### config.mk
export PLATFORM = sky130hd
export DESIGN_NAME = branch_sched
export DESIGN_NICKNAME = d
export VERILOG_FILES = /design/src/rtl/branch_sched.sv
export SDC_FILE = /design/constraint.sdc
export NUM_CORES = 1
export LEC_CHECK = 0
export CAP_MARGIN = 20
export CORE_ASPECT_RATIO = 1.5
export CORE_MARGIN = 5
export CORE_UTILIZATION = 40
export CTS_BUF_LIST = sky130_fd_sc_hd__clkbuf_8
export CTS_CLUSTER_DIAMETER = 200
export CTS_CLUSTER_SIZE = 16
export DETAILED_ROUTE_END_ITERATION = 8
export SYNTH_ARGS = -nofsm -noshare
export SYNTH_HDL_FRONTEND = slang
export SYNTH_SLANG_ARGS = --single-unit
### constraint.sdc
create_clock -name clk -period 13.45 [get_ports clk]
set_input_delay 2.0175 -clock clk [delete_from_list [all_inputs] [get_ports clk]]
set_output_delay 2.0175 -clock clk [all_outputs]
set_load 0.01 [all_outputs]
### src/rtl/branch_sched.sv
// In-order branch scheduler: allocates per-thread entries at issue, takes out-of-order
// resolutions from execute, and presents/retires the oldest entry to the PC stage.
module branch_sched #(
    parameter int XLEN    = 32,
    parameter int THREADS = 8,
    parameter int TID_W   = 3,
    parameter int DEPTH   = 8
) (
    input  logic               clk,
    input  logic               rst,
    input  logic               stall_i,
    input  logic               alloc_valid_i,
    input  logic [TID_W-1:0]   alloc_tid_i,
    output logic               alloc_ready_o,
    input  logic               res_valid_i,
    input  logic [TID_W-1:0]   res_tid_i,
    input  logic               res_taken_i,
    input  logic [XLEN-1:0]    res_target_i,
    output logic               res_err_o,
    output logic               br_fifo_empty_o,
    output logic [TID_W-1:0]   br_thread_id_o,
    output logic               br_valid_o,
    output logic               br_true_o,
    output logic [XLEN-1:0]    br_pc_o,
    input  logic               br_ack_i,
    output logic [THREADS-1:0] pending_o,
    output logic [TID_W:0]     count_o
);

    localparam int PTR_W = (DEPTH > 1) ? $clog2(DEPTH) : 1;
    localparam logic [TID_W:0] DEPTH_C = (TID_W+1)'(DEPTH);

    logic [TID_W-1:0]   ent_tid [DEPTH];
    logic [XLEN-1:0]    ent_tgt [DEPTH];
    logic [DEPTH-1:0]   ent_vld;
    logic [DEPTH-1:0]   ent_res;
    logic [DEPTH-1:0]   ent_tkn;
    logic [PTR_W-1:0]   head;
    logic [PTR_W-1:0]   tail;
    logic [TID_W:0]     count;
    logic [THREADS-1:0] pending;
    logic               res_err;

    logic               head_live;
    logic               do_alloc;
    logic               do_pop;
    logic               res_hit;
    logic [PTR_W-1:0]   res_idx;
    logic [THREADS-1:0] pend_set;
    logic [THREADS-1:0] pend_clr;

    assign head_live     = !rst && (count != '0);
    assign alloc_ready_o = !rst && (count < DEPTH_C) && !pending[alloc_tid_i];
    assign do_alloc      = alloc_valid_i && alloc_ready_o;
    assign do_pop        = head_live && !stall_i && ent_res[head] && (!ent_tkn[head] || br_ack_i);

    // At most one unresolved entry per thread exists, so the last hit is the only hit.
    always_comb begin
        res_hit = 1'b0;
        res_idx = '0;
        for (int unsigned i = 0; i < DEPTH; i++) begin
            if (ent_vld[i] && !ent_res[i] && (ent_tid[i] == res_tid_i)) begin
                res_hit = 1'b1;
                res_idx = PTR_W'(i);
            end
        end
    end

    always_comb begin
        pend_set = '0;
        pend_clr = '0;
        if (do_alloc) pend_set[alloc_tid_i]   = 1'b1;
        if (do_pop)   pend_clr[ent_tid[head]] = 1'b1;
    end

    always_ff @(posedge clk) begin
        if (rst) begin
            head    <= '0;
            tail    <= '0;
            count   <= '0;
            pending <= '0;
            res_err <= 1'b0;
            ent_vld <= '0;
            ent_res <= '0;
        end else begin
            res_err <= res_valid_i && !res_hit;
            pending <= (pending & ~pend_clr) | pend_set;
            if (res_valid_i && res_hit) ent_res[res_idx] <= 1'b1;
            if (do_pop) begin
                ent_vld[head] <= 1'b0;
                head          <= head + 1'b1;
            end
            if (do_alloc) begin
                ent_vld[tail] <= 1'b1;
                ent_res[tail] <= 1'b0;
                tail          <= tail + 1'b1;
            end
            if (do_alloc && !do_pop)      count <= count + 1'b1;
            else if (!do_alloc && do_pop) count <= count - 1'b1;
        end
    end

    always_ff @(posedge clk) begin
        if (do_alloc) ent_tid[tail] <= alloc_tid_i;
        if (res_valid_i && res_hit) begin
            ent_tkn[res_idx] <= res_taken_i;
            ent_tgt[res_idx] <= res_target_i;
        end
    end

    assign br_fifo_empty_o = !head_live;
    assign br_thread_id_o  = head_live ? ent_tid[head] : '0;
    assign br_valid_o      = head_live && ent_res[head];
    assign br_true_o       = br_valid_o && ent_tkn[head];
    assign br_pc_o         = br_true_o ? ent_tgt[head] : '0;
    assign pending_o       = pending;
    assign count_o         = count;
    assign res_err_o       = res_err;

endmodule
==> results by group <==
Critical path
  – Worst Path Arrival: between 4 and 5 ns
  – Highest fanout seen on the critical path: 30
  – Delay of the slowest critical-path stage: 0.55 ns
  – Critical path, cell by cell: clkdlybuf4s50_1, buf_4, inv_2, o41ai_1, or3b_1, or2_1, buf_4, nor2_1, clkdlybuf4s50_1
  – Buffer and inverter count on the worst path: 5
  – Crit-path leading delay family: buffers and inverters
  – Nature of the critical path startpoint: primary input
  – Master of the slowest instance on the critical path: sky130_fd_sc_hd__clkdlybuf4s50_1
  – Req. time, crit path: between 10 and 15 ns
  – Worst setup path category: primary input to output port
  – Kind of end point of the critical path: output port

CTS
  – Clock H-tree levels: 1
  – Clock tree from TritonCTS: yes
  – Total number of clock tree sinks: between 300 and 400
  – Cell at the root of the clock tree: sky130_fd_sc_hd__clkbuf_8
  – Clock edge transition at the registers on the reported setup and hold paths: 0.11 ns
  – Maximum buffer depth of the clock tree: 3
  – Post-cts resize count: 0
  – Total of hold buffers inserted after clock tree synthesis: 0
  – Worst skew pair latency: 0.57 ns
  – Setup Buffers After CTS: 0
  – TritonCTS Buffers: 24

Die
  – Die Ht: 233 um
  – Std-Cell Rows: 81
  – Std-Cell Core Area: between 30000 and 40000 um2
  – DIE AREA: 36900 um2
  – Boundary pin count: slightly below 100
  – Horizontal die dimension: 159 um
  – Starting density of the core: 40.6%

Timing
  – Maximum clock rate: between 100 and 150 MHz
  – Setup Viol. Count Final: 0
  – Min cycle time layout: between 6 and 7 ns
  – Unrepaired setup endpoints after global routing: no
  – TNS Setup: 0 ns
  – Final hold violation count: 0
  – Worst max-slew margin expressed relative to the limit: 27.5%
  – Final period util: about 51%
  – Worst-margin pin slew: approximately 1.1 ns
  – Number of pins with negative max-slew slack in the final report: 0
  – Worst setup skew after layout: 0.0521 ns

GRT
  – Number of global-route vias before repair: between 7000 and 8000
  – GR Overflow Total: 0
  – Met3 usage in global routing: ~2.2%
  – Global routing's busiest layer: met2
  – Met1 track demand over resource in global routing: between 10% and 20%
  – Initial antenna violation count: 2
  – Global-route wire length before repair: between 40000 and 50000 um
  – Maximum number of pins on one net before global-route repair: 60
  – Grt met2 use: between 20% and 30%
  – GRT Overall Usage: between 10% and 20%

Run status
  – Run status: finished clean

Route
  – Total number of vias: about 7000
  – Total wire length: about 28000 um
  – Number of DRC violations after detailed routing: 0
  – Antenna Violating Nets Remaining: 0
  – WL/cell: 22.5 um
  – Drt via density: 5.42
  – Drt first pass iters: 4
  – Number of DRC markers after the initial detailed-route iteration: around 460

Power
  – Maximum vdd drop: 0.0743 mV
  – Power per cell area: 109 nW/um2
  – Static Leak: ~4.6 nW
  – Total power after layout: approximately 0.0017 W

Logic synthesis
  – Most frequently used flop master after synthesis: sky130_fd_sc_hd__edfxtp_1
  – Yosys warning count: 0
  – Number of enable flip-flop cells after synthesis: between 200 and 300
  – Area share of the leading cell type in the synthesized netlist: 65.3%
  – Net Count, Synth: roughly 790
  – Post-synth cell types: just over 60
  – Fraction of synthesis flops using an asynchronous set or reset pin: 0%
  – #FFs+latches synth: 326
  – Synthesized cell area: 13200 um2
  – Post-Syn Area per Cell: around 18 um2
  – Top post-synthesis cells by area: sky130_fd_sc_hd__edfxtp_1 (65%), sky130_fd_sc_hd__mux4_2 (13%), sky130_fd_sc_hd__dfxtp_1 (5.7%)
  – Sequential share of the synthesized area: 71.0%
  – Area leader, netlist: sky130_fd_sc_hd__edfxtp_1
  – Number of instances in the synthesized netlist: between 700 and 800

Layout
  – Area used by multi-input combinational logic: ~3700 um2
  – Area used by sequential logic in the layout: around 9400 um2
  – Number of nets in the layout: roughly 900
  – Layout overhead on the synthesized area: 14.4%
  – Fraction of layout instances using a drive strength above 1: 15.7%
  – Fill cell instance count of the final layout: 2858

Placement
  – Routability Congestion: between 0.8 and 0.9
  – Dpl hpwl: 16900 um
  – PortBufs: 96

Run
  – Max-capacitance violation count: 0

Min path
  – Classification of the worst-slack hold path: register to register
-- flip-flops by register name, indices dropped and copies added, names as in the netlist, named ones only --
register and cells:
ent_tgt 256, ent_tid 24, ent_res 8, ent_tkn 8, ent_vld 8, pending_o 8, count_o 4, head 3
tail 3, res_err_o 1
-- per-layer routing --
metal	wire, um	share of wire [%]
met1	11500	40
met2	15100	53
met3	1160	4.1
met4	603	2.1
met5	14	0.049
-- stage by stage --
| step | area (um2) | instances | utilization (%) | hold WS (ns) | setup slack (ns) |
|---|---|---|---|---|---|
| 2_1_floorplan | 13200 | 735 | - | 0.443 | 6.60 |
| 3_3_place_gp | 14700 | 1219 | 45.1 | 0.452 | 6.63 |
| 3_5_place_dp | 14700 | 1219 | 45.1 | 0.459 | 6.57 |
| 4_1_cts | 15100 | 1255 | 46.3 | 0.475 | 6.57 |
| 5_1_grt | 15100 | 1257 | 46.4 | 0.511 | 6.41 |
| 6_report | 15200 | 1259 | 46.4 | 0.478 | 6.59 |
-- cell families after synthesis --
kind of cell               Yosys count  share of synthesized area (%)
AOI/OAI and AO/OA                   54                           3.03
and+or+nand+nor                    150                           5.94
adders and majority gates            6                          0.623
DFF                                326                           71.0
buffers and inverters               54                           1.68
xor gates and xnor gates            28                           1.85
muxes                              117                           15.9
-- tightest hold or removal path, stage by stage (launching register included) --
cell	delay [ns]
sky130_fd_sc_hd__dfxtp_1	0.33
sky130_fd_sc_hd__o41ai_1	0.06
sky130_fd_sc_hd__a21oi_1	0.06
-- cell usage in the layout (no fill, tap or decap), types with 4 or more instances in the layout --
master,synthesis,final
sky130_fd_sc_hd__inv_1,11,21
sky130_fd_sc_hd__nand2_1,12,12
sky130_fd_sc_hd__nand3_1,8,8
sky130_fd_sc_hd__clkbuf_8,0,25
sky130_fd_sc_hd__nand2b_1,9,9
sky130_fd_sc_hd__dfxtp_1,38,35
sky130_fd_sc_hd__edfxtp_1,288,288
sky130_fd_sc_hd__or4_1,5,5
sky130_fd_sc_hd__mux4_2,74,74
sky130_fd_sc_hd__ha_1,5,5
sky130_fd_sc_hd__xor2_1,14,14
sky130_fd_sc_hd__buf_4,1,14
sky130_fd_sc_hd__a21oi_1,13,13
sky130_fd_sc_hd__o41ai_1,4,4
sky130_fd_sc_hd__nor3_1,9,8
sky130_fd_sc_hd__nor2b_1,13,13
sky130_fd_sc_hd__mux2i_1,40,40
sky130_fd_sc_hd__o32ai_1,5,5
sky130_fd_sc_hd__clkdlybuf4s50_1,0,96
sky130_fd_sc_hd__xnor2_1,14,14
sky130_fd_sc_hd__nor4_1,11,10
sky130_fd_sc_hd__nor2_1,57,55
sky130_fd_sc_hd__nand4_1,4,4
-- cell type report --
cell class	count	share of cell area [%]
diodes	2	0.0330
clock buffers	25	2.27
clock inverters	11	0.322
inverters	13	0.322
multi-input cells	355	24.2
flip-flops and latches	326	62.2
well taps	415	3.43
repair buffers	112	7.30
-- cells in the mapped netlist, types with 4 or more instances --
cell type,instances
sky130_fd_sc_hd__o41ai_1,4
sky130_fd_sc_hd__buf_1,11
sky130_fd_sc_hd__nor2_1,57
sky130_fd_sc_hd__nor2b_1,13
sky130_fd_sc_hd__or4_1,5
sky130_fd_sc_hd__nor4_1,11
sky130_fd_sc_hd__nand2b_1,9
sky130_fd_sc_hd__inv_1,11
sky130_fd_sc_hd__mux4_2,74
sky130_fd_sc_hd__edfxtp_1,288
sky130_fd_sc_hd__ha_1,5
sky130_fd_sc_hd__nor3_1,9
sky130_fd_sc_hd__clkbuf_1,21
sky130_fd_sc_hd__xor2_1,14
sky130_fd_sc_hd__dfxtp_1,38
sky130_fd_sc_hd__xnor2_1,14
sky130_fd_sc_hd__o32ai_1,5
sky130_fd_sc_hd__nand3_1,8
sky130_fd_sc_hd__nand4_1,4
sky130_fd_sc_hd__nand2_1,12
sky130_fd_sc_hd__buf_2,7
sky130_fd_sc_hd__a21oi_1,13
sky130_fd_sc_hd__mux2i_1,40
-- final timing paths --
path | start | cells after the start | slack, ns | end
setup / recovery | rst | 9 | 6.59 | br_pc_o[4]
hold / removal | ent_vld[4] | 2 | 0.48 | ent_vld[4]
setup reg to reg | head[0] | 11 | 9.60 | count_o[3]
hold reg to reg | ent_vld[4] | 2 | 0.48 | ent_vld[4]
-- power breakdown --
part           switching (W)  internal [W]   total, W
Sequential        0.00000548       0.00110    0.00111
Combinational      0.0000403     0.0000354  0.0000757
Clock               0.000300      0.000172   0.000473
Total               0.000346       0.00131    0.00166
Note: power is estimated with default switching activity, not from simulation.
